--- config.mk ---
export PLATFORM = sky130hd
export DESIGN_NAME = uart_tx_fifo_drain_flat
export DESIGN_NICKNAME = d
export VERILOG_FILES = /design/src/rtl/uart_tx_fifo_drain_if.sv /design/src/rtl/uart_tx_fifo_drain.sv /design/src/flat_wrapper.sv
export SDC_FILE = /design/constraint.sdc
export NUM_CORES = 1
export LEC_CHECK = 0
export ABC_AREA = 0
export CAP_MARGIN = 0
export CORE_UTILIZATION = 25
export DETAILED_ROUTE_END_ITERATION = 7
export PLACE_DENSITY = 0.43
export SYNTH_ARGS = -nofsm -noshare
export SYNTH_HDL_FRONTEND = slang
export SYNTH_SLANG_ARGS = --single-unit
--- constraint.sdc ---
create_clock -name clk -period 1.9 [get_ports clk]
set_clock_uncertainty 0.2 [all_clocks]
set_input_delay 0.475 -clock clk [delete_from_list [all_inputs] [get_ports clk]]
set_output_delay 0.475 -clock clk [all_outputs]
set_load 0.01 [all_outputs]
--- src/rtl/uart_tx_fifo_drain_if.sv ---
// FIFO read port, baud tick, frame configuration and serial outputs of the TX drain.
// The drain uses the master modport; the FIFO/pin side uses the slave modport.
interface uart_tx_fifo_drain_if;
    logic       baud_en;
    logic       fifo_empty;
    logic [7:0] fifo_data;
    logic       fifo_rdb;
    logic       bit8;
    logic       parity_en;
    logic       odd_n_even;
    logic       tx;
    logic       tx_busy;

    modport master (
        input  baud_en,
        input  fifo_empty,
        input  fifo_data,
        input  bit8,
        input  parity_en,
        input  odd_n_even,
        output fifo_rdb,
        output tx,
        output tx_busy
    );

    modport slave (
        output baud_en,
        output fifo_empty,
        output fifo_data,
        output bit8,
        output parity_en,
        output odd_n_even,
        input  fifo_rdb,
        input  tx,
        input  tx_busy
    );
endinterface

--- src/rtl/uart_tx_fifo_drain.sv ---
// UART transmit drain: pops one byte per frame from the TX FIFO and serialises it as
// start bit, 7/8 data bits LSB first, optional parity bit and one stop bit.
// Bit timing comes from the shared oversampled baud tick; all outputs are registered.
module uart_tx_fifo_drain #(
    parameter int unsigned OVERSAMPLE = 16,
    parameter int unsigned RD_LATENCY = 2
) (
    input  logic                 clk,
    input  logic                 rst_n,
    uart_tx_fifo_drain_if.master bus
);

    localparam int unsigned      TickW    = (OVERSAMPLE > 1) ? $clog2(OVERSAMPLE) : 1;
    localparam logic [TickW-1:0] TickLast = TickW'(OVERSAMPLE - 1);
    // WAIT spans the strobe cycle plus RD_LATENCY-1 further cycles.
    localparam logic [1:0]       WaitLast = 2'(RD_LATENCY - 1);

    typedef enum logic [2:0] {
        StIdle,
        StWait,
        StLoad,
        StStart,
        StData,
        StParity,
        StStop
    } state_e;

    state_e           state_q, state_d;
    logic [TickW-1:0] tick_q, tick_d;
    logic [2:0]       bit_cnt_q, bit_cnt_d;
    logic [1:0]       wait_cnt_q, wait_cnt_d;
    logic [7:0]       shift_q, shift_d;
    logic             parity_q, parity_d;
    logic             bit8_q, bit8_d;
    logic             par_en_q, par_en_d;
    logic             tx_q, tx_d;
    logic             rdb_q, rdb_d;
    logic             busy_q, busy_d;

    logic             timed_state;
    logic             tick_done;
    logic             last_bit;
    logic [7:0]       load_data;

    // A bit period ends on the baud pulse that brings the tick counter to its last value.
    assign timed_state = (state_q == StStart) || (state_q == StData) ||
                         (state_q == StParity) || (state_q == StStop);
    assign tick_done   = bus.baud_en && (tick_q == TickLast);
    assign last_bit    = (bit_cnt_q == (bit8_q ? 3'd7 : 3'd6));
    // In 7-bit mode bit 7 is neither sent nor counted in the parity.
    assign load_data   = bus.bit8 ? bus.fifo_data : {1'b0, bus.fifo_data[6:0]};

    // Next-state and registered-output logic for the frame sequencer.
    always_comb begin
        state_d    = state_q;
        tick_d     = tick_q;
        bit_cnt_d  = bit_cnt_q;
        wait_cnt_d = wait_cnt_q;
        shift_d    = shift_q;
        parity_d   = parity_q;
        bit8_d     = bit8_q;
        par_en_d   = par_en_q;
        tx_d       = tx_q;
        rdb_d      = 1'b1;
        busy_d     = busy_q;

        if (timed_state && bus.baud_en) begin
            tick_d = tick_done ? '0 : tick_q + 1'b1;
        end

        unique case (state_q)
            StIdle: begin
                if (!bus.fifo_empty) begin
                    rdb_d      = 1'b0;
                    busy_d     = 1'b1;
                    wait_cnt_d = '0;
                    state_d    = StWait;
                end
            end
            StWait: begin
                if (wait_cnt_q == WaitLast) begin
                    state_d = StLoad;
                end else begin
                    wait_cnt_d = wait_cnt_q + 2'd1;
                end
            end
            StLoad: begin
                // Frame format is frozen here for the whole frame.
                shift_d   = load_data;
                parity_d  = (^load_data) ^ bus.odd_n_even;
                bit8_d    = bus.bit8;
                par_en_d  = bus.parity_en;
                tick_d    = '0;
                bit_cnt_d = '0;
                tx_d      = 1'b0;
                state_d   = StStart;
            end
            StStart: begin
                if (tick_done) begin
                    tx_d    = shift_q[0];
                    state_d = StData;
                end
            end
            StData: begin
                if (tick_done) begin
                    shift_d   = {1'b0, shift_q[7:1]};
                    bit_cnt_d = bit_cnt_q + 3'd1;
                    if (!last_bit) begin
                        tx_d = shift_q[1];
                    end else if (par_en_q) begin
                        tx_d    = parity_q;
                        state_d = StParity;
                    end else begin
                        tx_d    = 1'b1;
                        state_d = StStop;
                    end
                end
            end
            StParity: begin
                if (tick_done) begin
                    tx_d    = 1'b1;
                    state_d = StStop;
                end
            end
            StStop: begin
                if (tick_done) begin
                    if (!bus.fifo_empty) begin
                        // Chain straight into the next pop without dropping busy.
                        rdb_d      = 1'b0;
                        wait_cnt_d = '0;
                        state_d    = StWait;
                    end else begin
                        busy_d  = 1'b0;
                        state_d = StIdle;
                    end
                end
            end
            default: begin
                state_d = StIdle;
            end
        endcase
    end

    // State and output registers; reset forces the line idle immediately.
    always_ff @(posedge clk or negedge rst_n) begin
        if (!rst_n) begin
            state_q    <= StIdle;
            tick_q     <= '0;
            bit_cnt_q  <= '0;
            wait_cnt_q <= '0;
            shift_q    <= '0;
            parity_q   <= 1'b0;
            bit8_q     <= 1'b0;
            par_en_q   <= 1'b0;
            tx_q       <= 1'b1;
            rdb_q      <= 1'b1;
            busy_q     <= 1'b0;
        end else begin
            state_q    <= state_d;
            tick_q     <= tick_d;
            bit_cnt_q  <= bit_cnt_d;
            wait_cnt_q <= wait_cnt_d;
            shift_q    <= shift_d;
            parity_q   <= parity_d;
            bit8_q     <= bit8_d;
            par_en_q   <= par_en_d;
            tx_q       <= tx_d;
            rdb_q      <= rdb_d;
            busy_q     <= busy_d;
        end
    end

    assign bus.tx       = tx_q;
    assign bus.fifo_rdb = rdb_q;
    assign bus.tx_busy  = busy_q;

    // The read strobe is a single-cycle pulse and is only issued against a non-empty FIFO.
    a_rdb_single : assert property (@(posedge clk) disable iff (!rst_n) !rdb_q |=> rdb_q);
    a_rdb_nonempty : assert property (@(posedge clk) disable iff (!rst_n)
                                      !rdb_q |-> !bus.fifo_empty);

endmodule

--- src/flat_wrapper.sv ---
// flat-port wrapper written by rule: the top's interface ports become plain ports
module uart_tx_fifo_drain_flat 
#(
    parameter int unsigned OVERSAMPLE = 16,
    parameter int unsigned RD_LATENCY = 2
)
  (clk, rst_n, bus_baud_en, bus_fifo_empty, bus_fifo_data, bus_bit8, bus_parity_en, bus_odd_n_even, bus_fifo_rdb, bus_tx, bus_tx_busy);
  uart_tx_fifo_drain_if bus_i ();
  input  logic clk;
  input  logic rst_n;
  input wire logic [$bits(bus_i.baud_en)-1:0] bus_baud_en;
  input wire logic [$bits(bus_i.fifo_empty)-1:0] bus_fifo_empty;
  input wire logic [$bits(bus_i.fifo_data)-1:0] bus_fifo_data;
  input wire logic [$bits(bus_i.bit8)-1:0] bus_bit8;
  input wire logic [$bits(bus_i.parity_en)-1:0] bus_parity_en;
  input wire logic [$bits(bus_i.odd_n_even)-1:0] bus_odd_n_even;
  output wire logic [$bits(bus_i.fifo_rdb)-1:0] bus_fifo_rdb;
  output wire logic [$bits(bus_i.tx)-1:0] bus_tx;
  output wire logic [$bits(bus_i.tx_busy)-1:0] bus_tx_busy;
  assign bus_i.baud_en = bus_baud_en;
  assign bus_i.fifo_empty = bus_fifo_empty;
  assign bus_i.fifo_data = bus_fifo_data;
  assign bus_i.bit8 = bus_bit8;
  assign bus_i.parity_en = bus_parity_en;
  assign bus_i.odd_n_even = bus_odd_n_even;
  assign bus_fifo_rdb = bus_i.fifo_rdb;
  assign bus_tx = bus_i.tx;
  assign bus_tx_busy = bus_i.tx_busy;
  uart_tx_fifo_drain #(.OVERSAMPLE(OVERSAMPLE), .RD_LATENCY(RD_LATENCY)) u_core (.clk(clk), .rst_n(rst_n), .bus(bus_i));
endmodule
==> flow_summary_export.csv, run 1 <==
group,metric,value,unit
grt,grt_pass1_wl,6.44,mm
cts,clock_path_buffers,2,
sta,worst_pin_slew,0.390,ns
die,die_w,82.4,microns
pwr,p_comb_share,41.3,%
finish,layout-drive-gt1-share,21.0,%
cts,root_buffer,"clkbuf_8",
logic_synthesis,seq_area_frac_synth,40.4,%
sta,setup_viol,0,
grt,grtUsageTotal,12.5,%
sta,relSlewSlack,73.8,%
logic_synthesis,synth_area_per_cell,9.02,sq um
die,die_area,0.00679,sq mm
worst_setup_path,start_kind,"input pin",
finish,area_growth,30.4,%
drt,vias,1355,
worst_setup_path,rr_worst_depth,5,
die,core,0.00606,sq mm
cts,cts_setup_buffers,0,
pwr,power.total,0.00225,W
pwr,power.switching,0.000810,W
finish,nNetsFinal,233,
die,dieHeight,82.4,microns
pwr,powerDensity,1070,mW/mm^2
cts,clock_sinks,26,
logic_synthesis,synth_fp_nets,197,
logic_synthesis,synth_cell_types,52,
logic_synthesis,ys_warn_count,0,
drt,drc,0,
pwr,clkPwrFrac,20.9,%
worst_setup_path,arrival,1.80,ns
pwr,switching_share,36.0,%
finish,final_common_cell,"nand2_1",
sta,min_period_over_period,96.1,%
cts,clk_latency,0.28,ns
logic_synthesis,synth_ff_type,"dfrtp_1",
finish,diodes,0,
sta,drv_slew,0,
sta,fin_hold_ws,0.278,ns
worst_hold_path,holdPathStages,2,
finish,final_cell_mix,"nand2_1, dfrtp_1, buf_4, o21ai_0, clkdlybuf4s50_1",
sta,layout_min_cycle_time,1.83,ns
logic_synthesis,ys_top_cells_by_area,"dfrtp_1, nand2_1, mux2i_1",
cts,cts_buffers,3,
cts,cts_tree,"built",
run_status,status,"finished clean",
grt,grt_pass1_vias,1318,
pwr,ir_drop,367,uV
die,num_rows,28,
pwr,pwr-share-seq,37.9,%
pwr,leakage,0.889,nW
sta,clock.fmax,0.548,GHz
grt,grt_max_degree,29,
drt,antenna_left,0,
job,drv_cap,0,
logic_synthesis,synth_top_area_share,37.2,%
worst_hold_path,min_path_type,"flip-flop to flip-flop",
worst_setup_path,crit_path_max_fanout,8,
logic_synthesis,yosys.area.top_type,"dfrtp_1",
cts,h-tree-depth,1,
finish,fin_util,34.8,%
die,ios,18,
logic_synthesis,synth_edf_count,0,
worst_setup_path,cp.required,1.87,ns
worst_setup_path,criticalPathCategory,"input pin to flip-flop",
worst_setup_path,r2r_slack,0.10,ns
sta,hold_viol_final,0,
logic_synthesis,async_flop_share,100,%
finish,final.fill_count,641,
logic_synthesis,synth_seq_cells,26,
grt,antenna_found_initial,0,
drt,wire_per_inst,12.9,microns
logic_synthesis,synth_area,0.00162,sq mm
sta,rsz0062_at_grt,"no",
drt,wl,3.72,mm
placed_design,place_congestion,0.759,
placed_design,dp_hpwl,2.72,mm
logic_synthesis,netlist_instances,179,
grt,overflow,0,
worst_setup_path,cp-end-kind,"flip-flop",
cts,ctsHoldBuffers,0,
drt,first_iter_violations,106,
cts,path_clk_slew,0.10,ns
pwr,internal_power,0.00144,W
sta,setup_tns,0,ns
drt,first_pass_iters,4,
placed_design,place.port_buffers,17,
drt,vias_per_cell,4.69,
die,initial_core_util,26.7,%
-- cells by family after synthesis --
group / synth area share (%)
buf+inv: 5.27
xor+xnor: 5.96
flops: 40.4
compound gates: 18.6
fa+ha+maj: 2.94
mux: 6.89
simple gates: 19.9
-- Yosys cell counts (3+ instances only) --
library cell and instances:
nand2_1 29, dfrtp_1 24, nand2b_1 3, ha_1 3, a21oi_1 9, o21ai_0 17, buf_4 3, o21ai_1 4
inv_1 3, buf_2 4, nor2_1 9, nand3_1 3, clkbuf_1 3, xnor2_1 10, mux2i_1 10
-- worst paths after layout --
check / endpoint / from
min in group asynchronous: u_core.tick_q[3] / rst_n
max: u_core.bit_cnt_q[0] / bus_baud_en
max in group asynchronous: u_core.bus.fifo_rdb / rst_n
min reg2reg: u_core.wait_cnt_q[1] / u_core.wait_cnt_q[1]
min: u_core.wait_cnt_q[1] / u_core.wait_cnt_q[1]
max reg2reg: u_core.state_q[0] / u_core.state_q[0]
-- state kept, by name, indices dropped and copies added (netlist names), 2 cells and up --
register / count
u_core.bit_cnt_q: 3
u_core.shift_q: 8
u_core.state_q: 3
u_core.tick_q: 4
u_core.wait_cnt_q: 2
-- through the flow --
step,area (sq um),instances,worst slack (ns)
2_1_floorplan,1620,179,0.0838
3_3_place_gp,2020,284,-0.314
3_5_place_dp,2020,284,-0.368
4_1_cts,2100,289,0.0220
5_1_grt,2110,289,0.00747
6_report,2110,289,0.0741
-- worst max-delay path: stages --
cell and delay (ns):
clkdlybuf4s50_1 0.48, and4_4 0.29, and2_4 0.20, nor2_4 0.07, mux2_2 0.27
-- what timing repair did --
action	in CTS	in global routing
cloned	1	0
gates resized for setup	3	3
setup endpoints to repair	6	9
pin swaps	1	0
-- layer usage --
layer  vias to the layer above  share of wire (%)  routed length [microns]  global-route usage (%)
li1                        705                  -                        -                       -
met1                       622                 50                     1870                    17.4
met2                        23                 45                     1690                    19.9
met3                         5                3.8                      141                    2.64
met4                         0               0.70                       26                    2.63
met5                         -                  0                        0                       0
-- cell type report --
cell class	instances	area (sq um)	share of cell area [%]
clock buffers	3	41.3	1.96
flip-flops and latches	26	653	31.0
clock inverters	1	30.0	1.43
well taps	75	93.8	4.45
inverters	4	15.0	0.713
multi-input cells	138	891	42.3
repair buffers	42	383	18.2
-- power by group through the flow --
stage                     combinational, W  clock (W)  sequential (W)
final                             0.000927   0.000469        0.000851
after global routing               0.00107   0.000504        0.000873
after CTS                         0.000935   0.000489        0.000849
after detailed placement          0.000926          0        0.000857
after global placement            0.000937          0        0.000858
after floorplan                   0.000621          0        0.000834
No activity file was read; power rests on OpenSTA's default activity.
==> inputs of run 2 (changes only) <==
CORE_MARGIN = 3   (was not set)
CTS_CLUSTER_SIZE = 25   (was not set)
TNS_END_PERCENT = 50   (was not set)
==> run 2 against run 1 <==
First-iteration DRC count grew 3.8%. Critical endpoint is now bus_tx. Highest routed layer unchanged. Utilization up 0.81 points. Sequential power is 0.8% higher. Hold slack improved by 0.014 ns. Final cell count rose by 2.1%. Clock power increased by 1%. Cell area grew 2.9%. Global-route usage decreased by 2.1 points. Wire length is 0.11% lower. Critical path depth decreased by 4.
==> flow_summary_export.csv, run 2 (same netlist as run 1, synthesis figures left out) <==
group,metric,value,unit
worst_setup_path,criticalPathCategory,"flip-flop to output pin",
pwr,ir_drop,607,uV
pwr,clkPwrFrac,20.5,%
drt,first_iter_violations,110,
finish,layout-drive-gt1-share,24.1,%
sta,relSlewSlack,80.3,%
sta,worst_pin_slew,0.292,ns
grt,antenna_found_initial,0,
grt,grt_pass1_vias,1298,
die,num_rows,28,
finish,regMostFlops,"u_core.shift_q",
pwr,power.switching,0.000827,W
worst_setup_path,cp.depth,1,
drt,drc,0,
finish,largest_reg_flops,8,
die,die_w,86.4,microns
cts,h-tree-depth,1,
worst_setup_path,start_kind,"flip-flop",
pwr,p_comb_share,42.6,%
die,die_area,0.00746,sq mm
sta,setup_tns,0,ns
die,ios,18,
worst_setup_path,rr_worst_depth,7,
die,dieHeight,86.4,microns
worst_hold_path,holdPathStages,2,
finish,diodes,0,
die,core,0.00610,sq mm
cts,ctsHoldBuffers,0,
pwr,leakage,0.935,nW
drt,vias,1375,
placed_design,dp_hpwl,2.70,mm
sta,min_period_over_period,93.7,%
sta,drv_slew,0,
cts,root_buffer,"clkbuf_8",
finish,final_common_cell,"buf_4",
cts,cts_tree,"built",
worst_setup_path,cp-end-kind,"output pin",
sta,clock.fmax,0.562,GHz
cts,clock_sinks,26,
worst_setup_path,crit_slowest_cell,"dfstp_2",
grt,overflow,0,
cts,clock_path_buffers,2,
finish,nNetsFinal,239,
worst_hold_path,min_path_type,"flip-flop to flip-flop",
pwr,powerDensity,1070,mW/mm^2
drt,wire_per_inst,12.6,microns
job,drv_cap,0,
pwr,switching_share,35.6,%
worst_setup_path,crit_buf_inv,1,
drt,wl,3.72,mm
finish,largestRegisters,"u_core.shift_q: 8 flops, u_core.tick_q: 4 flops",
worst_setup_path,worstPathCellList,"dlygate4sd2_1",
finish,fin_util,35.6,%
placed_design,place.port_buffers,17,
pwr,internal_power,0.00150,W
cts,path_clk_slew,0.10,ns
finish,final_cell_mix,"buf_4, nand2_1, dfrtp_1, o21ai_0, clkdlybuf4s50_1",
sta,rsz0062_at_grt,"no",
grt,grt_pass1_wl,6.35,mm
worst_setup_path,cp.required,1.22,ns
drt,antenna_left,0,
worst_setup_path,crit_path_max_fanout,3,
run_status,status,"finished clean",
cts,clk_latency,0.28,ns
finish,area_growth,34.2,%
pwr,power.total,0.00232,W
die,initial_core_util,26.5,%
worst_setup_path,slowest_delay,0.56,ns
worst_setup_path,path_delay_family,"flip-flops",
pwr,pwr-share-seq,36.9,%
placed_design,place_congestion,0.735,
sta,setup_viol,0,
worst_setup_path,arrival,1.10,ns
grt,grt_max_degree,31,
grt,grtUsageTotal,10.5,%
sta,hold_viol_final,0,
drt,first_pass_iters,4,
cts,cts_buffers,3,
sta,layout_min_cycle_time,1.78,ns
drt,vias_per_cell,4.66,
==> run 2: final cells by class <==
class                           count  area (sq um)
Fill cell                         655          3930
Multi-Input combinational cell    137           897
Sequential cell                    26           653
Timing Repair Buffer               49           438
Tap cell                           75          93.8
Clock buffer                        3          41.3
Clock inverter                      1          30.0
Inverter                            4          15.0
==> run 2: stage by stage <==
stage          hold slack (ns)  std cells  area, sq um  setup WS [ns]
6_report                 0.292        295         2170          0.120
4_1_cts                  0.297        287         2090         0.0128
3_5_place_dp             0.271        283         2010         -0.308
5_1_grt                  0.310        295         2170         0.0112
2_1_floorplan          -0.0206        179         1620         0.0838
3_3_place_gp             0.261        283         2010         -0.277
==> run 2: what timing repair did <==
item,CTS,global route
setup endpoints to repair,3,11
resized for setup,4,6
endpoints found under the hold margin,0,0
buffers inserted,0,8
pin swaps,0,3
==> run 2: final timing paths <==
path / startpoint / to / slack (ns)
max in group asynchronous: rst_n / u_core.bus.fifo_rdb / 0.92
setup reg to reg: u_core.tick_q[0] / u_core.wait_cnt_q[0] / 0.13
hold reg to reg: u_core.parity_q / u_core.parity_q / 0.29
min in group asynchronous: rst_n / u_core.tick_q[2] / 0.34
hold / removal: u_core.parity_q / u_core.parity_q / 0.29
setup / recovery: u_core.bus.tx / bus_tx / 0.12
==> run 2: power groups by stage <==
stage / Clock [W] / Combinational, W / Sequential (W)
6_report: 0.000476 / 0.000988 / 0.000858
3_5_place_dp: 0 / 0.000904 / 0.000870
4_1_cts: 0.000493 / 0.000914 / 0.000858
3_3_place_gp: 0 / 0.000914 / 0.000864
2_1_floorplan: 0 / 0.000621 / 0.000834
5_1_grt: 0.000507 / 0.00113 / 0.000886
==> run 2: metal layers <==
metal | global-route usage, % | wire length (microns) | up-vias
li1 | - | - | 717
met3 | 2.38 | 150 | 2
met1 | 14.8 | 1860 | 632
met2 | 16.6 | 1690 | 24
met4 | 1.70 | 19 | 0
met5 | 0 | 0 | -
==> inputs of run 3 (changes only) <==
SLEW_MARGIN = 5   (was not set)
==> results of run 3 <==
Final layout, timing and power as in run 2 (identical DEF).
